$ cat config.mk
export PLATFORM = sky130hd
export DESIGN_NAME = servo_sort_sequencer
export DESIGN_NICKNAME = d
export VERILOG_FILES = /design/src/rtl/servo_pkg.sv /design/src/rtl/sensor_debounce.sv /design/src/rtl/servo_sort_sequencer.sv
export SDC_FILE = /design/constraint.sdc
export NUM_CORES = 1
export LEC_CHECK = 0
export ABC_AREA = 0
export BUFFER_PORTS_ARGS = -buffer_cell sky130_fd_sc_hd__buf_2
export CORE_AREA = 2 2 88 90
export CTS_BUF_LIST = sky130_fd_sc_hd__clkbuf_16
export CTS_CLUSTER_DIAMETER = 150
export CTS_CLUSTER_SIZE = 20
export DETAILED_ROUTE_END_ITERATION = 8
export DIE_AREA = 0 0 90 92
export GPL_ROUTABILITY_DRIVEN = 0
export PLACE_DENSITY = 0.71
export SLEW_MARGIN = 20
export SYNTH_ARGS = -nofsm -noshare
export SYNTH_HDL_FRONTEND = slang
export SYNTH_SLANG_ARGS = --single-unit
$ cat constraint.sdc
create_clock -name clk_in -period 3.4 [get_ports clk_in]
set_input_delay 0.51 -clock clk_in [delete_from_list [all_inputs] [get_ports clk_in]]
set_output_delay 0.51 -clock clk_in [all_outputs]
set_load 0.02 [all_outputs]
$ cat src/rtl/servo_pkg.sv
// Shared types and constants for the servo sort sequencer.
package servo_pkg;

  typedef enum logic [1:0] {
    ST_IDLE       = 2'd0,
    ST_HOLD       = 2'd1,
    ST_SETTLE     = 2'd2,
    ST_WAIT_CLEAR = 2'd3
  } servo_state_e;

  localparam logic DIR_LEFT     = 1'b1;
  localparam logic DIR_VERTICAL = 1'b0;

  localparam int unsigned COUNT_W = 16;

  // Saturating increment for the package statistics counters.
  function automatic logic [COUNT_W-1:0] sat_inc(input logic [COUNT_W-1:0] value);
    return (value == '1) ? value : value + 1'b1;
  endfunction

endpackage

$ cat src/rtl/sensor_debounce.sv
// Two-flop synchroniser plus level debouncer for the package-present sensor.
// level_out moves only after the synchronised input has differed from it for DEBOUNCE_CYCLES cycles.
module sensor_debounce #(
  parameter int unsigned DEBOUNCE_CYCLES = 500000
) (
  input  logic clk_in,
  input  logic rst_n,
  input  logic raw_in,
  output logic level_out,
  output logic rise_pulse
);

  localparam int unsigned CNT_W = $clog2(DEBOUNCE_CYCLES);
  localparam logic [CNT_W-1:0] CNT_TC = CNT_W'(DEBOUNCE_CYCLES - 1);

  logic sync_q1;
  logic sync_q2;
  logic level_d;
  logic [CNT_W-1:0] cnt_q;

  always_ff @(posedge clk_in or negedge rst_n) begin
    if (!rst_n) begin
      sync_q1   <= 1'b0;
      sync_q2   <= 1'b0;
      level_out <= 1'b0;
      level_d   <= 1'b0;
      cnt_q     <= '0;
    end else begin
      sync_q1 <= raw_in;
      sync_q2 <= sync_q1;
      level_d <= level_out;
      if (sync_q2 == level_out) begin
        cnt_q <= '0;
      end else if (cnt_q == CNT_TC) begin
        level_out <= sync_q2;
        cnt_q     <= '0;
      end else begin
        cnt_q <= cnt_q + 1'b1;
      end
    end
  end

  assign rise_pulse = level_out & ~level_d;

endmodule

$ cat src/rtl/servo_sort_sequencer.sv
// Package diverter sequencer: debounced detection drives a timed LEFT/VERTICAL servo command.
// Optional package statistics outputs are built when SERVO_SORT_COUNT_EN is defined.
//
// state         | meaning
// ST_IDLE       | armed, waiting for a debounced package detection
// ST_HOLD       | servo held LEFT for DWELL_CYCLES
// ST_SETTLE     | servo back VERTICAL for SETTLE_CYCLES before re-arming
// ST_WAIT_CLEAR | waiting for the debounced sensor to read clear
module servo_sort_sequencer
  import servo_pkg::*;
#(
  parameter int unsigned DEBOUNCE_CYCLES = 500000,
  parameter int unsigned DWELL_CYCLES    = 50000000,
  parameter int unsigned SETTLE_CYCLES   = 25000000
) (
  input  logic               clk_in,
  input  logic               rst_n,
  input  logic               sensor_raw,
  input  logic               sort_left,
  output logic               control_out,
  output logic               busy,
`ifdef SERVO_SORT_COUNT_EN
  output logic [COUNT_W-1:0] left_count,
  output logic [COUNT_W-1:0] pass_count,
`endif
  output logic               done_pulse
);

  localparam int unsigned DWELL_W  = $clog2(DWELL_CYCLES);
  localparam int unsigned SETTLE_W = $clog2(SETTLE_CYCLES);
  localparam logic [DWELL_W-1:0]  DWELL_TC  = DWELL_W'(DWELL_CYCLES - 1);
  localparam logic [SETTLE_W-1:0] SETTLE_TC = SETTLE_W'(SETTLE_CYCLES - 1);

  servo_state_e state_q;
  servo_state_e state_d;
  logic [DWELL_W-1:0]  dwell_q;
  logic [SETTLE_W-1:0] settle_q;
  logic level;
  logic detect;
  logic control_d;

  sensor_debounce #(
    .DEBOUNCE_CYCLES(DEBOUNCE_CYCLES)
  ) u_debounce (
    .clk_in    (clk_in),
    .rst_n     (rst_n),
    .raw_in    (sensor_raw),
    .level_out (level),
    .rise_pulse(detect)
  );

  // Timers are loaded one state ahead so each expires on the last cycle of its state.
  always_ff @(posedge clk_in or negedge rst_n) begin
    if (!rst_n) begin
      state_q     <= ST_IDLE;
      control_out <= DIR_VERTICAL;
      dwell_q     <= '0;
      settle_q    <= '0;
    end else begin
      state_q     <= state_d;
      control_out <= control_d;
      if (state_q == ST_IDLE && detect) begin
        dwell_q <= DWELL_TC;
      end else if (state_q == ST_HOLD && dwell_q != '0) begin
        dwell_q <= dwell_q - 1'b1;
      end
      if (state_q == ST_HOLD && dwell_q == '0) begin
        settle_q <= SETTLE_TC;
      end else if (state_q == ST_SETTLE && settle_q != '0) begin
        settle_q <= settle_q - 1'b1;
      end
    end
  end

  always_comb begin
    state_d = state_q;
    unique case (state_q)
      ST_IDLE:       if (detect) state_d = (sort_left == DIR_LEFT) ? ST_HOLD : ST_WAIT_CLEAR;
      ST_HOLD:       if (dwell_q == '0) state_d = ST_SETTLE;
      ST_SETTLE:     if (settle_q == '0) state_d = ST_WAIT_CLEAR;
      ST_WAIT_CLEAR: if (!level) state_d = ST_IDLE;
      default:       state_d = ST_IDLE;
    endcase
  end

  always_comb begin
    control_d  = (state_d == ST_HOLD) ? DIR_LEFT : DIR_VERTICAL;
    busy       = (state_q != ST_IDLE);
    done_pulse = (state_q == ST_WAIT_CLEAR) && !level;
  end

`ifdef SERVO_SORT_COUNT_EN
  logic dir_q;

  always_ff @(posedge clk_in or negedge rst_n) begin
    if (!rst_n) begin
      dir_q      <= DIR_VERTICAL;
      left_count <= '0;
      pass_count <= '0;
    end else begin
      if (state_q == ST_IDLE && detect) dir_q <= sort_left;
      if (done_pulse) begin
        if (dir_q == DIR_LEFT) left_count <= sat_inc(left_count);
        else                   pass_count <= sat_inc(pass_count);
      end
    end
  end
`endif

endmodule

==> impl.org <==
** Synthesis
- The most used flip-flop cell after synthesis is dfrtp_1.
- Of the synthesized area, sequential elements account for 46.9%.
- Number of storage elements in the synthesis netlist :: 77
- The number of nets handed over by synthesis was 424.
- The synthesized netlist occupies a cell area of 4110 um2.
- After synthesis, the largest area contributor takes up 46.9% of total cell area.
- Mean instance size in the synthesized netlist :: 9.87 um2
- After synthesis, the share of flip-flops with an asynchronous set or reset is 100%.
- Synthesis handed over a netlist of 416 instances.
- Yosys attributes the largest share of cell area to dfrtp_1 47%, xor2_1 5.8%, nor2_1 5.4%.
- Synthesis instantiated 62 different standard cells from the library.
- The Yosys step of the flow raised 0 warnings.
- Yosys mapped a number of flops with a built-in enable equal to 0.
- Post-synthesis cell type with the largest combined area :: dfrtp_1

** Clock tree
- TritonCTS built the clock tree.
- Cell chosen for the clock root :: clkbuf_16
- Clock transition at the registers of the reported paths :: 0.06 ns
- Deepest clock path buffer count :: 2
- Buffers inserted during clock tree synthesis total 9.
- Once the clock tree was built, the setup fixing pass inserted 0 buffers.
- Insertion delay to the later sink of the worst-skew pair :: 0.33 ns
- The H-tree was split into 3 levels.
- Clock tree synthesis found a total of 77 sinks.
- After clock tree synthesis, the flow added hold-fix buffers numbering 0.
- Gates resized during post-CTS repair numbered 0.

** Min path
- The path class of the tightest hold or removal check is primary input to flip-flop.
- Worst min-delay path startpoint :: sensor_raw

** Route
- Mean number of vias per cell :: 5.73
- The count of nets left with antenna violations once routing finished came out at 0.
- Via count :: 3019
- DRC violation total after the first TritonRoute iteration :: 184
- Total Wirelength :: 8010 um
- After detailed routing, the number of remaining DRC violations is 0.
- The first detailed-routing pass took 4 iterations.
- Routed wire per std cell :: 15.2 um

** Placement
- During placement, the flow inserted port buffers numbering 6.
- After legalization and detailed placement, the total HPWL measured 5270 um.
- Before CTS, the worst setup slack after placement is 0.941 ns.

** Timing
- Time the final worst path needs with I/O delays and setup :: 2.43 ns
- Setup-violating endpoint count in the final report :: 0
- Worst Skew :: 0.00545 ns
- On the final layout, the worst hold slack is 0.281 ns.
- The final hold violation count was 0.
- Once routing completed, OpenROAD measured the worst setup slack at 0.972 ns.
- RSZ-0062 raised after global routing :: no
- The final-report max-slew violation count is 0.
- For this run, the top clock speed supported by timing is 412 MHz.
- In the finished design, the share of the clock period the worst path needs comes to 71.4%.
- Worst slew pin tran :: 0.964 ns
- The worst pin sits at a relative slew slack of 35.7%.
- After routing, the total negative slack on setup checks comes to 0 ns.

** Global route
- Largest net degree at the start of global routing :: 78
- The first global-routing pass estimated 14200 um of wire.
- Residual overflow from global routing :: 0
- Via count of the first global-routing pass :: 3040
- Antenna violations before repair :: 0
- Global routing consumed, over all layers together, 21.1% of the routing resources.

** Critical path
- Critical-path cell list :: inv_1, ha_1, nor4b_2, and4b_1, nand3_1, nand3_1, a31oi_1
- Type of the setup path with the least slack :: flip-flop to flip-flop
- At the worst endpoint, the arrival time is 2.62 ns.
- WP data required :: 3.60 ns
- Delay of the slowest cell on the worst path :: 0.54 ns
- The slowest stage of the critical path is the nand3_1 cell.
- Of all nets on the critical path, the largest fanout is 16.
- Tracing the worst setup path back leads to its startpoint at dwell_q[0]$_DFFE_PN0P_.
- The worst setup path is captured at a flip-flop.
- Critical Path Start Type :: flip-flop
- Reg-to-reg startpoint :: dwell_q[0]$_DFFE_PN0P_
- In this design, the critical path's most frequently occurring cell is nand3_1.
- For flop-to-flop paths, the worst setup slack is 0.97 ns.

** Cells and area
- Total area of sequential cells :: 1930 um2
- Share of cells above drive strength 1 :: 10.4%
- Final core occ :: 60.6%
- Fill cells in the final layout number 654.
- The final layout contains 428 nets.
- Area growth from synthesis to final layout :: 9.90%
- Diodes inserted :: 0
- In the final layout, the multi-input gates occupy 2070 um2.

** Floorplanning
- Vertical die dimension :: 92 um
- Core region area :: 7450 um2
- In this run the horizontal extent of the chip is 90 um.
- Once the floorplan was initialized, standard cells occupied 55.1% of the core.
- 7 I/O pins were placed.
- Std cell rows :: 32
- Total Die Area :: 8280 um2

** Power
- In this run, flip-flops and latches consume 47.6% of the power.
- Switching Share :: 19.7%
- Part of the total power dissipated in combinational logic :: 1.5%
- In this run the power spent charging and discharging nets is 383 uW.
- Cell internal power was estimated by the tool at 1.56 mW.
- For this design the static power due to leakage is 2.13 nW.
- Part of the total power dissipated in the clock network :: 50.9%
- IR analysis of the VDD net gives a maximum drop of 0.309 mV.
- For this design the ratio of total power to cell area is 430 nW/um2.

** Job
- Max-cap violations in this run came to 0.

** Status
- Status :: complete, no violations
## registers in the layout, indices dropped and copies added (netlist names)
register / count
dwell_q: 26
u_debounce.cnt_q: 19
u_debounce.sync_q2: 1
u_debounce.sync_q1: 1
u_debounce.level_d: 1
settle_q: 25
state_q: 2
u_debounce.level_out: 1
control_out: 1
## placed cells by master, fill, tap and decap left out, drive strengths merged, types with 5 or more instances in the layout
cell type   n
nand2      37
nor3       22
nor4       15
nand4      10
clkbuf      9
dfrtp      77
inv         9
nor2       60
a21oi       7
xor2       27
or4         9
o211ai      8
o2111ai     5
o21ai       9
nand4b      5
xnor2      23
nand3      18
or3         5
o31ai       6
buf         8
## worst max-delay path, delay by kind of cell, from the launching register on
kind | cells | cell delay (ns)
simple gates | 4 | 1.59
fa+ha+maj | 1 | 0.14
compound gates | 1 | 0.06
flops | 1 | 0.39
buf+inv | 1 | 0.10
## power groups by stage
stage / clock [mW] / sequential [mW] / combinational [mW]
detailed placement: 0 / 0.941 / 0.0308
global placement: 0 / 0.940 / 0.0303
floorplan: 0 / 0.940 / 0.00925
global route: 1.04 / 0.924 / 0.0360
finish: 0.987 / 0.924 / 0.0289
CTS: 1.00 / 0.924 / 0.0309
## routing by layer
metal	track usage [%]	wire, um	up-vias
li1	-	-	1495
met1	28.7	3780	1478
met2	34.4	3850	37
met3	3.86	272	9
met4	7.18	112	0
met5	0	0	-
## logic make-up after synthesis
family / after synthesis / share of synthesized area (%)
XOR/XNOR: 50 / 10.7
buffers and inverters: 23 / 2.56
multiplexers: 5 / 1.25
AO/OA/AOI/OAI: 44 / 7.68
adder cells (fa/ha/maj): 4 / 1.22
AND/OR/NAND/NOR: 213 / 29.7
flip-flops: 77 / 46.9
## synthesized netlist by cell type (5+ instances only)
library cell / instances
a21oi_1: 7
nor2_1: 59
nor4_1: 11
xnor2_1: 23
dfrtp_1: 77
xor2_1: 27
inv_1: 8
nor3_1: 19
o21ai_1: 5
buf_2: 6
nand4_1: 9
nand2_1: 37
o2111ai_1: 5
or4_1: 8
nand3_1: 17
o31ai_1: 6
clkbuf_1: 7
o211ai_1: 7
## worst paths after layout
kind	end	cells after the start
setup reg to reg	control_out$_DFF_PN0_	7
hold / removal	u_debounce.sync_q1$_DFF_PN0_	1
min in group asynchronous	dwell_q[25]$_DFFE_PN0P_	1
max in group asynchronous	dwell_q[3]$_DFFE_PN0P_	1
hold reg to reg	u_debounce.sync_q2$_DFF_PN0_	0
setup / recovery	control_out$_DFF_PN0_	7
## through the flow
stage | power [mW] | instances | area (um2)
floorplan | 0.949 | 416 | 4110
global placement | 0.971 | 511 | 4210
detailed placement | 0.971 | 511 | 4210
CTS | 1.96 | 527 | 4510
global route | 2.00 | 527 | 4510
finish | 1.94 | 527 | 4510
## final cells by class
cell class | instances | share of cell area, %
clock buffer | 9 | 4.99
clock inverter | 7 | 1.80
inverter | 8 | 0.665
multi-input combinational | 316 | 46.0
sequential | 77 | 42.7
tap | 102 | 2.83
timing repair buffer | 8 | 1.05
Power figures use the tool's default switching activity.
